[config.mk]
export PLATFORM = sky130hd
export DESIGN_NAME = fetch_queue
export DESIGN_NICKNAME = d
export VERILOG_FILES = /design/src/rtl/fetch_queue.sv
export SDC_FILE = /design/constraint.sdc
export NUM_CORES = 1
export LEC_CHECK = 0
export CORE_ASPECT_RATIO = 0.8
export CORE_MARGIN = 10
export CORE_UTILIZATION = 25
export DETAILED_ROUTE_END_ITERATION = 7
export GPL_ROUTABILITY_DRIVEN = 0
export SETUP_SLACK_MARGIN = 0.15
export SYNTH_ARGS = -nofsm -noshare
export SYNTH_HDL_FRONTEND = slang
export SYNTH_SLANG_ARGS = --single-unit
[constraint.sdc]
create_clock -name clk -period 2.2 [get_ports clk]
set_input_delay 0.33 -clock clk [delete_from_list [all_inputs] [get_ports clk]]
set_output_delay 0.33 -clock clk [all_outputs]
set_load 0.005 [all_outputs]
[src/rtl/fetch_queue.sv]
// fetch_queue: instruction-fetch front end.
//
// Issues sequential fetch addresses to a synchronous instruction memory
// (1-cycle read latency), captures {pc, instr} pairs into a small FIFO and
// presents the FIFO head to decode. Decode stalls back-pressure fetch via
// credit accounting; a redirect flushes the FIFO, kills any fetch in flight
// and restarts fetch at the (word-aligned) target.
//
// Ports:
//   clk, reset     clock, synchronous active-high reset
//   redirect       branch/jump taken; flush and refetch from redirect_pc
//   redirect_pc    redirect target, bits [1:0] ignored
//   stall          decode stall; head is held
//   imem_req       fetch issued this cycle
//   imem_addr      fetch byte address
//   imem_rdata     instruction for the address issued the previous cycle
//   out_valid      head entry valid
//   out_pc         head pc (0 when empty)
//   out_instr      head instruction (0 bubble when empty)
//
// Optional macro FETCH_QUEUE_STATS_EN adds:
//   stat_flushes   saturating count of redirect cycles
//   stat_empty     saturating count of non-reset cycles with out_valid=0

module fetch_queue #(
    parameter int unsigned PC_W  = 9,
    parameter int unsigned INS_W = 32,
    parameter int unsigned DEPTH = 4
) (
    input  logic             clk,
    input  logic             reset,
    input  logic             redirect,
    input  logic [PC_W-1:0]  redirect_pc,
    input  logic             stall,
    output logic             imem_req,
    output logic [PC_W-1:0]  imem_addr,
    input  logic [INS_W-1:0] imem_rdata,
    output logic             out_valid,
    output logic [PC_W-1:0]  out_pc,
    output logic [INS_W-1:0] out_instr
`ifdef FETCH_QUEUE_STATS_EN
    ,
    output logic [15:0]      stat_flushes,
    output logic [15:0]      stat_empty
`endif
);

    localparam int unsigned PTR_W = $clog2(DEPTH);
    localparam int unsigned CNT_W = PTR_W + 1;
    localparam logic [CNT_W:0] DEPTH_C = (CNT_W + 1)'(DEPTH);

    logic [PC_W-1:0]  fetch_pc;
    logic [PC_W-1:0]  inflight_pc;
    logic             inflight;

    logic [PC_W-1:0]  pc_mem  [DEPTH];
    logic [INS_W-1:0] ins_mem [DEPTH];
    logic [PTR_W-1:0] rd_ptr;
    logic [PTR_W-1:0] wr_ptr;
    logic [CNT_W-1:0] count;

    logic [CNT_W:0]   used;
    logic             issue;
    logic             push;
    logic             pop;

    // The outstanding fetch reserves a slot so its response always fits.
    assign used  = {1'b0, count} + {{CNT_W{1'b0}}, inflight};
    assign issue = !reset && !redirect && (used < DEPTH_C);

    // A redirect in the response cycle drops the response along with the FIFO.
    assign push  = inflight && !redirect;
    assign pop   = out_valid && !stall && !redirect;

    assign imem_req  = issue;
    assign imem_addr = fetch_pc;

    assign out_valid = (count != '0);
    assign out_pc    = out_valid ? pc_mem[rd_ptr]  : '0;
    assign out_instr = out_valid ? ins_mem[rd_ptr] : '0;

    always_ff @(posedge clk) begin
        if (reset) begin
            fetch_pc    <= '0;
            inflight    <= 1'b0;
            inflight_pc <= '0;
            rd_ptr      <= '0;
            wr_ptr      <= '0;
            count       <= '0;
        end else if (redirect) begin
            fetch_pc    <= {redirect_pc[PC_W-1:2], 2'b00};
            inflight    <= 1'b0;
            rd_ptr      <= '0;
            wr_ptr      <= '0;
            count       <= '0;
        end else begin
            inflight <= issue;
            if (issue) begin
                fetch_pc    <= fetch_pc + PC_W'(4);
                inflight_pc <= fetch_pc;
            end
            if (push) begin
                wr_ptr <= wr_ptr + PTR_W'(1);
            end
            if (pop) begin
                rd_ptr <= rd_ptr + PTR_W'(1);
            end
            unique case ({push, pop})
                2'b10:   count <= count + CNT_W'(1);
                2'b01:   count <= count - CNT_W'(1);
                default: count <= count;
            endcase
        end
    end

    // Storage needs no reset; only the pointers/count define validity.
    always_ff @(posedge clk) begin
        if (!reset && push) begin
            pc_mem[wr_ptr]  <= inflight_pc;
            ins_mem[wr_ptr] <= imem_rdata;
        end
    end

`ifdef FETCH_QUEUE_STATS_EN
    always_ff @(posedge clk) begin
        if (reset) begin
            stat_flushes <= '0;
            stat_empty   <= '0;
        end else begin
            if (redirect && (stat_flushes != '1)) begin
                stat_flushes <= stat_flushes + 16'd1;
            end
            if (!out_valid && (stat_empty != '1)) begin
                stat_empty <= stat_empty + 16'd1;
            end
        end
    end
`endif

`ifndef SYNTHESIS
    always_ff @(posedge clk) begin
        if (!reset) begin
            assert (!(push && !pop && ({1'b0, count} == DEPTH_C)));
        end
    end
`endif

endmodule

==> results.json <==
{
  "status": "finished, violations left",
  "violations": "negative setup slack",
  "synthSimpleGateAreaFrac_pct": 6.80,
  "first_pass_iters": 4,
  "layout_commonest_cell": "edfxtp_1",
  "die_area_mm2": 0.0357,
  "vdd_ir_drop_max_mv": 0.549,
  "start_util_pct": 25.3,
  "combinationalPowerShare_pct": 4.5,
  "critical_path_required_ns": 1.87,
  "reg2reg_depth": 8,
  "hold_viol": 0,
  "p_int_uw": 5430,
  "overflow": 0,
  "arrival_ns": 1.92,
  "ios": 97,
  "p_sw_uw": 1590,
  "synth-xor-area-share_pct": 0.492,
  "clk_latency_ns": 0.43,
  "drv_slew": 0,
  "antenna_found_initial": 0,
  "synthAdderAreaFrac_pct": 1.34,
  "p_sw_share_pct": 22.6,
  "drc": 0,
  "use_met3_pct": 3.39,
  "netlist_area_mm2": 0.00712,
  "max_freq_mhz": 444,
  "grt_pass1_vias": 4188,
  "r2r-start": "count[0]",
  "rrSetupSlack_ns": 0.32,
  "cts-htree-levels": 4,
  "clkPwrFrac_pct": 42.0,
  "clk_pin_slew_ns": 0.08,
  "final_antenna_net_count": 0,
  "fin_nets": 562,
  "hold_path.class": "register to register",
  "cts_sinks": 180,
  "cts_buffers": 17,
  "startpoint_type": "register",
  "synth.avg_cell_area_um2": 18.7,
  "preCtsSetupSlack_ns": -0.122,
  "synth_top_family_by_area": "multiplexers",
  "grt_max_degree": 22,
  "yosys.cell_types.count": 41,
  "drive_above_1_share_pct": 35.9,
  "hp-start": "imem_addr[8]",
  "critPathKind": "register to primary output",
  "ys_warn_count": 0,
  "postSynthCellCount": 381,
  "cts_buffer_depth": 2,
  "clockRootBuffer": "clkbuf_16",
  "fin_skew_ns": 0.0115,
  "drtIter0Drc": 159,
  "avgRoutedWirePerCell_um": 18.6,
  "row_count": 55,
  "powerDensity_mw_per_mm2": 728,
  "synth.yosys.seq_area_share_pct": 72.6,
  "post-route-period-util_pct": 102,
  "p_seq_share_pct": 53.5,
  "r2r-end": "count[2]",
  "coreArea_mm2": 0.0281,
  "routed_wl_um": 16600,
  "p_leak_uw": 0.00329,
  "grtUsageMet1_pct": 11.2,
  "place_area_mm2": 0.00876,
  "grtUsageTotal_pct": 9.63,
  "crit_fanout": 6,
  "use_met2_pct": 16.4,
  "hpwlAfterDp_um": 10500,
  "maxCapViolations": 0,
  "fin_ws_ns": -0.0546,
  "period_needed_ns": 2.25,
  "setup_tns_ns": -0.706,
  "setup_violations": 20,
  "die_w_um": 209,
  "numPortBuffers": 90,
  "crit_path_end_kind": "primary output",
  "cts_tree": "yes",
  "cts_hold_buf": 0,
  "synthMuxAreaShare_pct": 13.5,
  "cp-endpoint": "out_instr[0]",
  "vias": 3861,
  "synth_seq_cells": 180,
  "via_per_inst": 4.32,
  "busiest_layer": "met2",
  "final_cell_mix": "edfxtp_1, clkdlybuf4s50_1, mux4_2",
  "die_h_um": 171,
  "layout-area-overhead-vs-synth_pct": 35.4,
  "synth-compound-area-share_pct": 2.58,
  "final_cell_area_mm2": 0.00964,
  "rsz0062_at_grt": "true",
  "n_antenna_cell": 0,
  "grt_first_pass_wirelength_um": 25600
}
flip-flops by register name, indices dropped and copies added, names as in the netlist, named ones only:
| register | count |
|---|---|
| wr_ptr | 2 |
| inflight | 1 |
| imem_addr | 7 |
| rd_ptr | 2 |
| inflight_pc | 7 |
| ins_mem | 128 |
| pc_mem | 28 |
| count | 3 |
routing by layer:
layer  up-vias  routed length, um
met3        10                914
met2        91               8520
met1      2009               6990
li1       1751                  -
met5         -                  0
met4         0                197
layout make-up:
cell class	count	area, um^2
clock buffer	17	425
clock inverter	15	159
fill	2654	18500
inverter	10	37.5
multi-input combinational	171	1930
sequential	180	5180
tap	370	463
timing repair buffer	130	1440
timing repair:
action                                  CTS  global route
pin swaps                                 1             1
setup buffers                            10             1
endpoints found under the setup margin   41            40
resized for setup                       180            35
gates cloned                              5             0
hold endpoints to repair                  0             0
power groups by stage:
stage	combinational (uW)	clock (uW)	sequential [uW]
after global placement	280	0	3830
final	316	2950	3750
after global routing	343	3190	3760
after CTS	309	3040	3750
after detailed placement	289	0	3830
after floorplan	117	0	3820
per-stage QoR:
| stage | total power [uW] | hold slack (ns) | utilization (%) | instances |
|---|---|---|---|---|
| after floorplan | 3940 | 0.429 | - | 384 |
| after global placement | 4110 | 0.497 | 31.1 | 845 |
| after detailed placement | 4120 | 0.502 | 31.1 | 845 |
| after CTS | 7100 | 0.504 | 33.7 | 892 |
| after global routing | 7290 | 0.515 | 34.2 | 893 |
| final | 7020 | 0.519 | 34.2 | 893 |
how the worst min path moves through the flow:
stage                           to  slack [ns]  cells after the start
detailed placement    imem_addr[8]        0.50                      2
finish                imem_addr[8]        0.52                      2
CTS                  ins_mem[1][2]        0.50                      1
floorplan            ins_mem[0][0]        0.43                      0
global route        ins_mem[3][31]        0.52                      1
global placement      imem_addr[8]        0.50                      2
cells by family after synthesis:
family,after synthesis
adders and majority gates,7
xor gates and xnor gates,4
DFF,180
other,1
muxes,47
AOI/OAI and AO/OA,25
buffers and inverters,33
and+or+nand+nor,84
synth_stat cells (all sizes together):
library cell / instances / share of area, %
or2: 1 / 0.088
nor3: 3 / 0.35
edfxtp: 156 / 66
nor2b: 40 / 3.5
nor3b: 2 / 0.21
and2: 2 / 0.21
o21ai: 3 / 0.21
and4: 1 / 0.12
a32oi: 1 / 0.12
nand3: 4 / 0.35
conb: 1 / 0.053
and3: 6 / 0.53
ha: 6 / 1.1
fa: 1 / 0.28
o22ai: 3 / 0.26
nor2: 17 / 0.90
clkbuf: 9 / 0.47
o31a: 1 / 0.12
mux2i: 8 / 1.1
a221oi: 1 / 0.21
a311oi: 1 / 0.21
a21oi: 9 / 0.63
a22oi: 3 / 0.32
mux4: 39 / 12
dfxtp: 24 / 6.8
xor2: 2 / 0.25
or3: 2 / 0.18
a222oi: 1 / 0.14
nand2b: 1 / 0.088
nand2: 5 / 0.26
xnor2: 2 / 0.25
inv: 10 / 0.53
buf: 14 / 1.7
a41oi: 2 / 0.35
worst max-delay path, cell delays in order, from the launching register on:
cell and delay [ns]:
dfxtp_4 0.39, buf_6 0.12, buf_12 0.09, buf_12 0.12, mux4_2 0.50, nor2b_4 0.15
buf_2 0.12
No activity file was read; power rests on OpenSTA's default activity.
